==> src/rtl/scp_pkg.sv <==
// Shared definitions for the SCP control unit: opcodes, FSM states and the
// control-strobe bundle driven into the datapath.
package scp_pkg;

    localparam int unsigned WAIT_W = 3;
    localparam int unsigned TO_W   = 8;

    localparam logic [2:0] OP_LOAD  = 3'b000;
    localparam logic [2:0] OP_STORE = 3'b001;
    localparam logic [2:0] OP_ADD   = 3'b010;
    localparam logic [2:0] OP_SUB   = 3'b011;
    localparam logic [2:0] OP_SHL   = 3'b100;
    localparam logic [2:0] OP_IN    = 3'b101;
    localparam logic [2:0] OP_OUT   = 3'b110;
    localparam logic [2:0] OP_HALT  = 3'b111;

    typedef enum logic [2:0] {
        S_IDLE,
        S_FETCH,
        S_DECODE,
        S_MEMRD,
        S_MEMWR,
        S_IOWAIT,
        S_EXEC,
        S_HALT
    } state_t;

    typedef struct packed {
        logic start;
        logic add_sub;
        logic shift;
        logic ac_sel;
        logic load_acc;
        logic rd;
        logic wr;
        logic io_mem_sel;
        logic in_ready;
        logic out_valid;
        logic halted;
    } ctrl_t;

endpackage

==> src/rtl/scp_wait_timer.sv <==
// Loadable saturating down-counter; done is high while the count is zero.
module scp_wait_timer #(
    parameter int unsigned W = 3
) (
    input  logic         clk,
    input  logic         rst_n,
    input  logic         load,
    input  logic [W-1:0] value,
    input  logic         en,
    output logic [W-1:0] count,
    output logic         done
);

    always_ff @(posedge clk or negedge rst_n) begin
        if (!rst_n) begin
            count <= '0;
        end else if (load) begin
            count <= value;
        end else if (en && (count != '0)) begin
            count <= count - W'(1);
        end
    end

    assign done = (count == '0);

endmodule

==> src/rtl/scp_controller.sv <==
// Multi-cycle control FSM for the 8-bit SCP datapath.
// Optional I/O handshake timeout enabled by defining SCP_CTRL_IO_TIMEOUT_EN.
module scp_controller
    import scp_pkg::*;
#(
    parameter int unsigned MEM_WAIT  = 0,
    parameter int unsigned TO_CYCLES = 255
) (
    input  logic       clk,
    input  logic       reset,
    input  logic       run,
    input  logic [2:0] opCode,
    input  logic       in_valid,
    input  logic       out_ready,
    output logic       start,
    output logic       AddSub,
    output logic       Shift,
    output logic       AcSel,
    output logic       LoadAcc,
    output logic       rd,
    output logic       wr,
    output logic       IOMemSel,
    output logic       in_ready,
    output logic       out_valid,
    output logic       halted,
    output logic       io_timeout
);

    localparam logic [WAIT_W-1:0] MEM_WAIT_V = WAIT_W'(MEM_WAIT);
    localparam int unsigned       TO_LOAD    = (TO_CYCLES > 0) ? (TO_CYCLES - 1) : 0;

    state_t            state;
    state_t            state_next;
    logic [2:0]        op_q;
    logic [2:0]        op_cur_c;
    ctrl_t             ctrl_q;
    ctrl_t             ctrl_next;
    logic              io_timeout_q;
    logic              timeout_set_c;
    logic              last_c;

    logic              wait_load_c;
    logic              wait_en_c;
    logic [WAIT_W-1:0] wait_count;
    logic              wait_done;
    logic              to_expired_c;

    // Opcode is read live while decoding, then held for the rest of the instruction.
    assign op_cur_c = (state == S_DECODE) ? opCode : op_q;

    assign wait_load_c = (state_next != state);
    assign wait_en_c   = (state == S_MEMRD) || (state == S_MEMWR);

    scp_wait_timer #(.W(WAIT_W)) u_mem_wait (
        .clk   (clk),
        .rst_n (reset),
        .load  (wait_load_c),
        .value (MEM_WAIT_V),
        .en    (wait_en_c),
        .count (wait_count),
        .done  (wait_done)
    );

`ifdef SCP_CTRL_IO_TIMEOUT_EN
    logic              to_load_c;
    logic              to_done;
    logic [TO_W-1:0]   to_count_unused;

    assign to_load_c = (state_next == S_IOWAIT) && (state != S_IOWAIT);

    scp_wait_timer #(.W(TO_W)) u_io_timeout (
        .clk   (clk),
        .rst_n (reset),
        .load  (to_load_c),
        .value (TO_W'(TO_LOAD)),
        .en    (state == S_IOWAIT),
        .count (to_count_unused),
        .done  (to_done)
    );

    assign to_expired_c = to_done;
`else
    assign to_expired_c = 1'b0;
`endif

    // State, held opcode and registered control strobes.
    always_ff @(posedge clk or negedge reset) begin
        if (!reset) begin
            state        <= S_IDLE;
            op_q         <= '0;
            ctrl_q       <= '0;
            io_timeout_q <= 1'b0;
        end else begin
            state        <= state_next;
            op_q         <= op_cur_c;
            ctrl_q       <= ctrl_next;
            io_timeout_q <= io_timeout_q | timeout_set_c;
        end
    end

    // Next state plus Moore decode of the state being entered.
    always_comb begin
        state_next    = state;
        timeout_set_c = 1'b0;
        ctrl_next     = '0;
        last_c        = 1'b0;

        unique case (state)
            S_IDLE:   if (run) state_next = S_FETCH;
            S_FETCH:  state_next = S_DECODE;
            S_DECODE: begin
                unique case (opCode)
                    OP_LOAD, OP_ADD, OP_SUB: state_next = S_MEMRD;
                    OP_STORE:                state_next = S_MEMWR;
                    OP_IN, OP_OUT:           state_next = S_IOWAIT;
                    OP_SHL:                  state_next = S_EXEC;
                    OP_HALT:                 state_next = S_HALT;
                    default:                 state_next = S_HALT;
                endcase
            end
            S_MEMRD, S_MEMWR: if (wait_done) state_next = S_FETCH;
            S_EXEC:   state_next = S_FETCH;
            S_IOWAIT: begin
                if (op_q == OP_IN) begin
                    if (in_valid && ctrl_q.in_ready) begin
                        state_next = S_MEMWR;
                    end else if (to_expired_c) begin
                        state_next    = S_FETCH;
                        timeout_set_c = 1'b1;
                    end
                end else begin
                    if (out_ready && ctrl_q.out_valid) begin
                        state_next = S_FETCH;
                    end else if (to_expired_c) begin
                        state_next    = S_FETCH;
                        timeout_set_c = 1'b1;
                    end
                end
            end
            S_HALT:   state_next = S_HALT;
            default:  state_next = S_IDLE;
        endcase

        // Final cycle of a memory access: fresh entry with no wait, or counter about to hit zero.
        if (state_next != state) begin
            last_c = (MEM_WAIT_V == '0);
        end else begin
            last_c = (wait_count == WAIT_W'(1));
        end

        unique case (state_next)
            S_FETCH:  ctrl_next.start = 1'b1;
            S_MEMRD: begin
                ctrl_next.rd = 1'b1;
                if (last_c) begin
                    ctrl_next.load_acc = 1'b1;
                    ctrl_next.ac_sel   = (op_cur_c != OP_LOAD);
                    ctrl_next.add_sub  = (op_cur_c == OP_SUB);
                end
            end
            S_MEMWR: begin
                ctrl_next.wr         = 1'b1;
                ctrl_next.io_mem_sel = (op_cur_c == OP_IN);
            end
            S_EXEC: begin
                ctrl_next.shift    = 1'b1;
                ctrl_next.ac_sel   = 1'b1;
                ctrl_next.load_acc = 1'b1;
            end
            S_IOWAIT: begin
                if (op_cur_c == OP_IN) begin
                    ctrl_next.in_ready   = 1'b1;
                    ctrl_next.io_mem_sel = 1'b1;
                end else begin
                    ctrl_next.out_valid = 1'b1;
                end
            end
            S_HALT:   ctrl_next.halted = 1'b1;
            default:  ctrl_next = '0;
        endcase
    end

    assign start      = ctrl_q.start;
    assign AddSub     = ctrl_q.add_sub;
    assign Shift      = ctrl_q.shift;
    assign AcSel      = ctrl_q.ac_sel;
    assign LoadAcc    = ctrl_q.load_acc;
    assign rd         = ctrl_q.rd;
    assign wr         = ctrl_q.wr;
    assign IOMemSel   = ctrl_q.io_mem_sel;
    assign in_ready   = ctrl_q.in_ready;
    assign out_valid  = ctrl_q.out_valid;
    assign halted     = ctrl_q.halted;
    assign io_timeout = io_timeout_q;

endmodule
==> config.mk <==
export PLATFORM = sky130hd
export DESIGN_NAME = scp_controller
export DESIGN_NICKNAME = d
export VERILOG_FILES = /design/src/rtl/scp_pkg.sv /design/src/rtl/scp_wait_timer.sv /design/src/rtl/scp_controller.sv
export SDC_FILE = /design/constraint.sdc
export NUM_CORES = 1
export LEC_CHECK = 0
export ABC_CLOCK_PERIOD_IN_PS = 2600
export BUFFER_PORTS_ARGS = -buffer_cell sky130_fd_sc_hd__buf_2
export CAP_MARGIN = 20
export CORE_UTILIZATION = 53
export DETAILED_ROUTE_END_ITERATION = 8
export PLACE_DENSITY = 0.81
export RECOVER_POWER = 100
export SLEW_MARGIN = 10
export SYNTH_ARGS = -nofsm -noshare
export SYNTH_HDL_FRONTEND = slang
export SYNTH_SLANG_ARGS = --single-unit
==> constraint.sdc <==
create_clock -name clk -period 2.6 [get_ports clk]
set_input_delay 0.78 -clock clk [delete_from_list [all_inputs] [get_ports clk]]
set_output_delay 0.78 -clock clk [all_outputs]
set_load 0.01 [all_outputs]
==> flow_metrics.env, run 1 <==
export IMPL_status="finished clean"
export IMPL_fin_nets=140
export IMPL_maxCapViolCount=0
export IMPL_synth_edf_count=0
export IMPL_synth_avg_cell_area_um2=9.72
export IMPL_cts_resized=0
export IMPL_p_leak_nw=0.574
export IMPL_synthCells=109
export IMPL_synthTopCellsByArea="dfrtp_1 (47%), ha_1 (5.9%), mux2i_1 (4.7%)"
export IMPL_first_iter_violations=24
export IMPL_fin_tns_setup_ps=0
export IMPL_rrSetupSlack_ps=440
export IMPL_synth_top_area_share_pct=47.2
export IMPL_r2r_cells=8
export IMPL_vias=798
export IMPL_port_buffers=18
export IMPL_cp_arrival_ps=2440
export IMPL_synthTopCellsByCount="dfrtp_1 (20), inv_1 (10), nand2_1 (10)"
export IMPL_fin_skew_ps=4.93
export IMPL_finalSetupViolCount=0
export IMPL_grt_antenna_before_repair=0
export IMPL_wl_per_cell_um=13.4
export IMPL_clock_path_buffers=2
export IMPL_pin_count=20
export IMPL_max_freq_mhz=442
export IMPL_place_inst=147
export IMPL_ant_nets=0
export IMPL_die_h_um=46.7
export IMPL_crit_required_ps=2780
export IMPL_cp_start_kind="primary input"
export IMPL_drive_gt1_share_pct=10.3
export IMPL_cts_root_buf="clkbuf_4"
export IMPL_max_slew_margin_rel_pct=33.8
export IMPL_drc=0
export IMPL_hold_path_cell_count=2
export IMPL_first_pass_iters=4
export IMPL_ys_ff_latch=20
export IMPL_gr_total_overflow=0
export IMPL_critPathMaxFanout=6
export IMPL_postSynth_asyncResetShare_pct=100
export IMPL_powerDensity_mw_per_mm2=1100
export IMPL_postCtsHoldBufs=0
export IMPL_die_width_um=46.7
export IMPL_worstMarginPinSlew_ps=993
export IMPL_row_count=15
export IMPL_n_antenna_cell=0
export IMPL_die_area_mm2=0.00218
export IMPL_routed_via_density=5.28
export IMPL_grt_pass1_wl_um=3350
export IMPL_critPathCaptureType="register"
export IMPL_clock_latency_ps=300
export IMPL_coreArea_mm2=0.00180
export IMPL_period_share_pct=86.9
export IMPL_rsz0062_at_grt="false"
export IMPL_critPathKind="primary input to register"
export IMPL_yosysSeqAreaShare_pct=47.2
export IMPL_utilization_pct=65.7
export IMPL_fin_crit_ps=2260
export IMPL_synth_ff_type="dfrtp_1"
export IMPL_place_gp_congestion=0.850
export IMPL_synth_warnings=0
export IMPL_postCtsSetupRepairBufs=0
export IMPL_syn_num_nets=122
export IMPL_cts_htree_levels=1
export IMPL_synth_cell_type_count=37
export IMPL_synth_largest_area_cell="dfrtp_1"
export IMPL_cts_buffers=3
export IMPL_place_hpwl_um=1500
export IMPL_clock_sinks=20
export IMPL_clk_pin_slew_worst_paths_ps=110
export IMPL_syn2layout_area_growth_pct=11.7
export IMPL_grt_max_degree=21
export IMPL_synthMostInstantiatedCell="dfrtp_1"
export IMPL_finalMaxSlewViolations=0
export IMPL_cts_tree="built"
export IMPL_syn_area_mm2=0.00106
export IMPL_grt_total_usage_pct=22.0
export IMPL_initial_core_util_pct=58.8
export IMPL_hold_viol_final=0
export IMPL_irDropWorstVdd_mv=0.756
export IMPL_layout_cells_non_filler=151
export IMPL_routed_wl_um=2020
export IMPL_holdWs_ps=577
export IMPL_hp_class="register to register"
export IMPL_fill_cells=153
export IMPL_first_global_vias=746
==> area by class of cell <==
cell class,count,area [um^2],area share [%]
clock buffers,3,22.5,1.90
clock inverters,1,30.0,2.54
inverters,10,37.5,3.17
multi-input cells,74,488,41.2
flip-flops and latches,20,500,42.3
well taps,25,31.3,2.64
repair buffers,18,73.8,6.24
==> power by group <==
group          internal, mW  switching (mW)
Combinational         0.210           0.338
Sequential            0.407          0.0962
Clock                 0.156          0.0926
==> state kept, by name, indices dropped and copies added, names as in the netlist <==
name / flops
LoadAcc: 1
AddSub: 1
Shift: 1
in_ready: 1
wr: 1
AcSel: 1
IOMemSel: 1
out_valid: 1
op_q: 3
halted: 1
rd: 1
start: 1
state: 3
u_mem_wait.count: 3
==> stage by stage <==
step / setup slack, ps / total power [mW] / cell area [um^2]
3_5_place_dp: 33.9 / 1.07 / 1150
2_1_floorplan: 429 / 0.926 / 1060
3_3_place_gp: 75.3 / 1.05 / 1150
6_report: 339 / 1.30 / 1180
5_1_grt: 227 / 1.40 / 1180
4_1_cts: 334 / 1.32 / 1210
==> placed cells by master (no fill, tap or decap), types with 5 or more instances in the layout <==
master / instances
dfrtp_1: 20
mux2i_1: 5
inv_1: 10
buf_2: 5
ha_1: 5
clkbuf_1: 13
o21ai_0: 5
nand2_1: 10
nor2_1: 6
nand2b_1: 5
==> worst max-delay path, stage by stage <==
cell and delay [ps]:
buf_2 90, inv_1 80, ha_1 210, mux2i_1 120, nor4b_1 270, a21oi_1 120
o21ai_4 240, mux2i_1 390, o21ai_0 130
==> logic make-up after synthesis <==
family,synth area share [%]
other,0.354
and+or+nand+nor,20.8
xor gates and xnor gates,1.65
AOI/OAI and AO/OA,13.2
muxes,4.72
adders and majority gates,5.90
buffers and inverters,6.14
DFF,47.2
==> path summary, 6_finish.rpt <==
check | from | end
min in group asynchronous | reset | state[0]
max | opCode[1] | LoadAcc
min reg2reg | u_mem_wait.count[1] | u_mem_wait.count[1]
max reg2reg | u_mem_wait.count[0] | LoadAcc
max in group asynchronous | reset | u_mem_wait.count[2]
min | u_mem_wait.count[1] | u_mem_wait.count[1]
==> routing by layer <==
layer | part of all wire (%) | GRT usage [%] | up-vias
met2 | 49 | 34.2 | 24
li1 | - | - | 398
met5 | 0 | 0 | -
met1 | 46 | 31.6 | 372
met4 | 1.6 | 10.3 | 0
met3 | 3.2 | 1.57 | 4
Note: power is estimated with default switching activity, not from simulation.
==> run 2: changes to the inputs <==
ABC_CLOCK_PERIOD_IN_PS = 2800   (was 2600)
CORE_UTILIZATION = 57   (was 53)
PLACE_DENSITY = 0.86   (was 0.81)
clock period = 2.8 ns   (was 2.6 ns; I/O delays follow)
==> run 2 against run 1 <==
Effect of this change:
- count of clock-buffer cells in the layout unchanged
- clock power decreased by 6%
- combinational power decreased by 7.8%
- critical endpoint is now AddSub
- sequential share of layout area unchanged
- hold slack improved by 16 ps
- via count increased by 1.8%
- core utilization increased by 2.9 points
- final cell count unchanged
- largest cell class unchanged
- design area unchanged
- register-to-register slack improved by 190 ps
- routed wire length about the same
- first-iteration DRC count decreased by 42%
==> flow_metrics.env, run 2 (synthesized netlist as in run 1, its figures left out) <==
export IMPL_status="finished clean"
export IMPL_drc=0
export IMPL_layout_cells_non_filler=151
export IMPL_hold_viol_final=0
export IMPL_critical_path_startpoint="opCode[0]"
export IMPL_pin_count=20
export IMPL_critPathCaptureType="register"
export IMPL_reg_top3="op_q (3), state (3), u_mem_wait.count (3)"
export IMPL_dpl_worst_slack_ps=140
export IMPL_row_count=15
export IMPL_die_area_mm2=0.00204
export IMPL_place_gp_congestion=0.780
export IMPL_port_buffers=18
export IMPL_postCtsSetupRepairBufs=0
export IMPL_drive_gt1_share_pct=10.3
export IMPL_initial_core_util_pct=61.4
export IMPL_finalInstanceArea_mm2=0.00118
export IMPL_final_common_cell="dfrtp_1"
export IMPL_die_h_um=45.1
export IMPL_worstMarginPinSlew_ps=1010
export IMPL_clock_path_buffers=2
export IMPL_total_power_mw=1.21
export IMPL_routed_via_density=5.38
export IMPL_max_slew_margin_rel_pct=32.5
export IMPL_finalSetupViolCount=0
export IMPL_grt_max_degree=21
export IMPL_r2r_start="u_mem_wait.count[0]"
export IMPL_cts_buffers=3
export IMPL_vias=812
export IMPL_p_leak_nw=0.573
export IMPL_postCtsHoldBufs=0
export IMPL_grt_total_usage_pct=24.1
export IMPL_final_cell_mix="dfrtp_1 (20), clkbuf_1 (13), inv_1 (10), nand2_1 (10)"
export IMPL_first_pass_iters=4
export IMPL_utilization_pct=68.6
export IMPL_wl_per_cell_um=13.4
export IMPL_critPathKind="primary input to register"
export IMPL_layout_setup_ws_ps=402
export IMPL_die_width_um=45.1
export IMPL_hp_class="register to register"
export IMPL_ant_nets=0
export IMPL_holdWs_ps=593
export IMPL_clk_pin_slew_worst_paths_ps=100
export IMPL_place_inst=147
export IMPL_cts_tree="built"
export IMPL_n_antenna_cell=0
export IMPL_powerDensity_mw_per_mm2=1020
export IMPL_gr_total_overflow=0
export IMPL_fin_tns_setup_ps=0
export IMPL_cts_resized=0
export IMPL_rsz0062_at_grt="false"
export IMPL_clock_latency_ps=310
export IMPL_first_global_vias=776
export IMPL_cts_root_buf="clkbuf_4"
export IMPL_cp_arrival_ps=2600
export IMPL_fin_nets=140
export IMPL_grt_antenna_before_repair=0
export IMPL_syn2layout_area_growth_pct=11.7
export IMPL_coreArea_mm2=0.00173
export IMPL_period_share_pct=85.7
export IMPL_max_freq_mhz=417
export IMPL_fin_crit_ps=2400
export IMPL_cts_htree_levels=1
export IMPL_critPathMaxFanout=6
export IMPL_min_from="op_q[2]"
export IMPL_crit_required_ps=3000
export IMPL_first_iter_violations=14
export IMPL_cp_start_kind="primary input"
export IMPL_irDropWorstVdd_mv=0.891
export IMPL_finalMaxSlewViolations=0
export IMPL_grt_pass1_wl_um=3370
export IMPL_routed_wl_um=2020
export IMPL_clock_sinks=20
export IMPL_maxCapViolCount=0
export IMPL_place_hpwl_um=1530
export IMPL_fin_skew_ps=13.4
export IMPL_placed_area_mm2=0.00115
run 2: cell counts in the layout (fill, tap and decap cells not counted):
No cell type changed its count.
run 2: layer usage:
metal,global-route usage (%),up-vias,wire length [um]
li1,-,399,-
met1,33.2,393,894
met2,35.9,15,1020
met3,3.60,5,63
met4,14.5,0,48
met5,0,-,0
run 2: path summary, 6_finish.rpt:
kind,endpoint,slack [ps],depth (start not counted)
min in group asynchronous,out_valid,660,1
setup reg to reg,LoadAcc,630,8
hold reg to reg,op_q[2],590,2
hold / removal,op_q[2],590,2
max in group asynchronous,op_q[1],1510,1
setup / recovery,AddSub,400,8
run 2: worst max-delay path, cell delays in order:
cell and delay, ps:
clkbuf_1 140, inv_1 60, ha_1 280, a21oi_1 140
a31oi_1 90, o21ai_0 470, nand3b_1 250, nor4_1 320
run 2: area by class of cell:
| type | instances | area, um^2 |
|---|---|---|
| Fill cell | 141 | 543 |
| Sequential cell | 20 | 500 |
| Multi-Input combinational cell | 74 | 488 |
| Timing Repair Buffer | 18 | 73.8 |
| Inverter | 10 | 37.5 |
| Tap cell | 25 | 31.3 |
| Clock inverter | 1 | 30.0 |
| Clock buffer | 3 | 22.5 |
run 2: report_power, final:
part | switching [mW] | internal [mW]
logic | 0.311 | 0.194
registers | 0.0888 | 0.378
clock network | 0.0888 | 0.145
total | 0.488 | 0.717
==> run 3: changes to the inputs <==
GPL_TIMING_DRIVEN = 0   (was default)
PLACE_DENSITY = 0.88   (was 0.86)
==> run 3 against run 2 <==
Effect of this change:
- clock power down 47%
- worst setup slack lost 41 ps
- flip-flop and latch count is the same
- sequential power shrank 11%
- hold slack worse by 18 ps
- global-route usage is 0.53 points lower
- fmax shrank 1.7%
==> flow_metrics.env, run 3 (synthesized netlist as in run 1, its figures left out) <==
export IMPL_status="finished clean"
export IMPL_cp_arrival_ps=2630
export IMPL_vias=828
export IMPL_critPathCaptureType="register"
export IMPL_die_width_um=45.1
export IMPL_sw_frac_of_total_pct=43.0
export IMPL_grt_total_usage_pct=23.5
export IMPL_drive_gt1_share_pct=12.3
export IMPL_clk_pin_slew_worst_paths_ps=90
export IMPL_postCtsHoldBufs=0
export IMPL_final_cell_mix="dfrtp_1 (20), clkbuf_1 (14), inv_1 (10), nand2_1 (10), buf_2 (8)"
export IMPL_critPathKind="primary input to register"
export IMPL_cts_htree_levels=1
export IMPL_routed_wl_um=2050
export IMPL_finalMaxSlewViolations=0
export IMPL_rsz0062_at_grt="false"
export IMPL_fin_nets=145
export IMPL_clock_path_buffers=2
export IMPL_drc=0
export IMPL_final_common_cell="dfrtp_1"
export IMPL_cts_root_buf="clkbuf_4"
export IMPL_cts_tree="built"
export IMPL_die_h_um=45.1
export IMPL_max_freq_mhz=410
export IMPL_fin_skew_ps=1.22
export IMPL_wl_per_cell_um=13.2
export IMPL_holdWs_ps=575
export IMPL_coreArea_mm2=0.00173
export IMPL_finalSetupViolCount=0
export IMPL_row_count=15
export IMPL_reg_top3="op_q (3), state (3), u_mem_wait.count (3)"
export IMPL_hold_viol_final=0
export IMPL_whs_endpoint="u_mem_wait.count[1]"
export IMPL_powerDensity_mw_per_mm2=951
export IMPL_port_buffers=18
export IMPL_seqPwrFrac_pct=37.2
export IMPL_crit_required_ps=2990
export IMPL_place_gp_congestion=0.875
export IMPL_initial_core_util_pct=61.4
export IMPL_period_share_pct=87.1
export IMPL_r2r_cells=8
export IMPL_postCtsSetupRepairBufs=0
export IMPL_cp_start_kind="primary input"
export IMPL_p_int_mw=0.639
export IMPL_first_pass_iters=4
export IMPL_pin_count=20
export IMPL_ant_nets=0
export IMPL_worstMarginPinSlew_ps=995
export IMPL_hold_path_cell_count=2
export IMPL_n_antenna_cell=0
export IMPL_grt_antenna_before_repair=0
export IMPL_place_hpwl_um=1600
export IMPL_total_power_mw=1.12
export IMPL_r2r_end="LoadAcc"
export IMPL_p_switching_mw=0.483
export IMPL_p_leak_nw=0.580
export IMPL_fin_tns_setup_ps=0
export IMPL_syn2layout_area_growth_pct=11.3
export IMPL_first_global_vias=841
export IMPL_die_area_mm2=0.00204
export IMPL_first_iter_violations=20
export IMPL_grt_max_degree=21
export IMPL_hp_class="register to register"
export IMPL_clock_latency_ps=290
export IMPL_critPathMaxFanout=6
export IMPL_cts_buffers=3
export IMPL_rrSetupSlack_ps=640
export IMPL_irDropWorstVdd_mv=0.572
export IMPL_pwr_share_clk_pct=11.1
export IMPL_maxCapViolCount=0
export IMPL_cts_resized=0
export IMPL_min_from="u_mem_wait.count[1]"
export IMPL_max_slew_margin_rel_pct=33.7
export IMPL_routed_via_density=5.34
export IMPL_p_comb_share_pct=51.7
export IMPL_clock_sinks=20
export IMPL_utilization_pct=68.3
export IMPL_grt_pass1_wl_um=3400
export IMPL_r2r_start="u_mem_wait.count[0]"
export IMPL_fin_crit_ps=2440
export IMPL_gr_total_overflow=0
==> run 3: cell types whose count changed in the layout (fill, tap and decap cells not counted), sizes merged <==
cell | previous run | this run
bufinv | 1 | 0
clkbuf | 16 | 17
buf | 5 | 9
==> run 3: layout make-up <==
type | instances | area, um^2
Inverter | 10 | 37.5
Clock buffer | 3 | 22.5
Tap cell | 25 | 31.3
Multi-Input combinational cell | 74 | 488
Fill cell | 146 | 547
Timing Repair Buffer | 18 | 73.8
Buffer | 5 | 26.3
Sequential cell | 20 | 500
==> run 3: critical path: stages <==
cell      delay, ps
clkbuf_1        140
inv_1            60
ha_1            280
a21oi_1         140
a31oi_1          90
o21ai_0         490
nand2b_1        230
and2b_1         200
and2_1          150
==> run 3: power by group through the flow <==
stage / sequential [mW] / combinational (mW) / clock (mW)
2_1_floorplan: 0.437 / 0.423 / 0
3_3_place_gp: 0.415 / 0.572 / 0
3_5_place_dp: 0.422 / 0.597 / 0
4_1_cts: 0.416 / 0.603 / 0.128
5_1_grt: 0.426 / 0.647 / 0.136
6_report: 0.417 / 0.580 / 0.125
==> run 3: worst max path at each step <==
stage	startpoint	endpoint	slack, ps
after floorplan	opCode[1]	AcSel	570
after global placement	opCode[1]	LoadAcc	210
after detailed placement	opCode[1]	LoadAcc	180
after CTS	opCode[1]	LoadAcc	470
after global routing	opCode[0]	AddSub	170
final	opCode[0]	in_ready	360
==> run 3: per-stage QoR <==
stage / area, um^2 / instances / worst slack, ps
4_1_cts: 1200 / 155 / 474
2_1_floorplan: 1060 / 109 / 569
3_5_place_dp: 1180 / 152 / 176
5_1_grt: 1180 / 155 / 168
6_report: 1180 / 155 / 361
3_3_place_gp: 1180 / 152 / 214
==> run 3: routing by layer <==
metal  track usage (%)  vias up  wire, um
li1                  -      408         -
met1              29.4      387       869
met2              40.9       28      1020
met3              1.60        5       125
met4              12.1        0        32
met5                 0        -         0
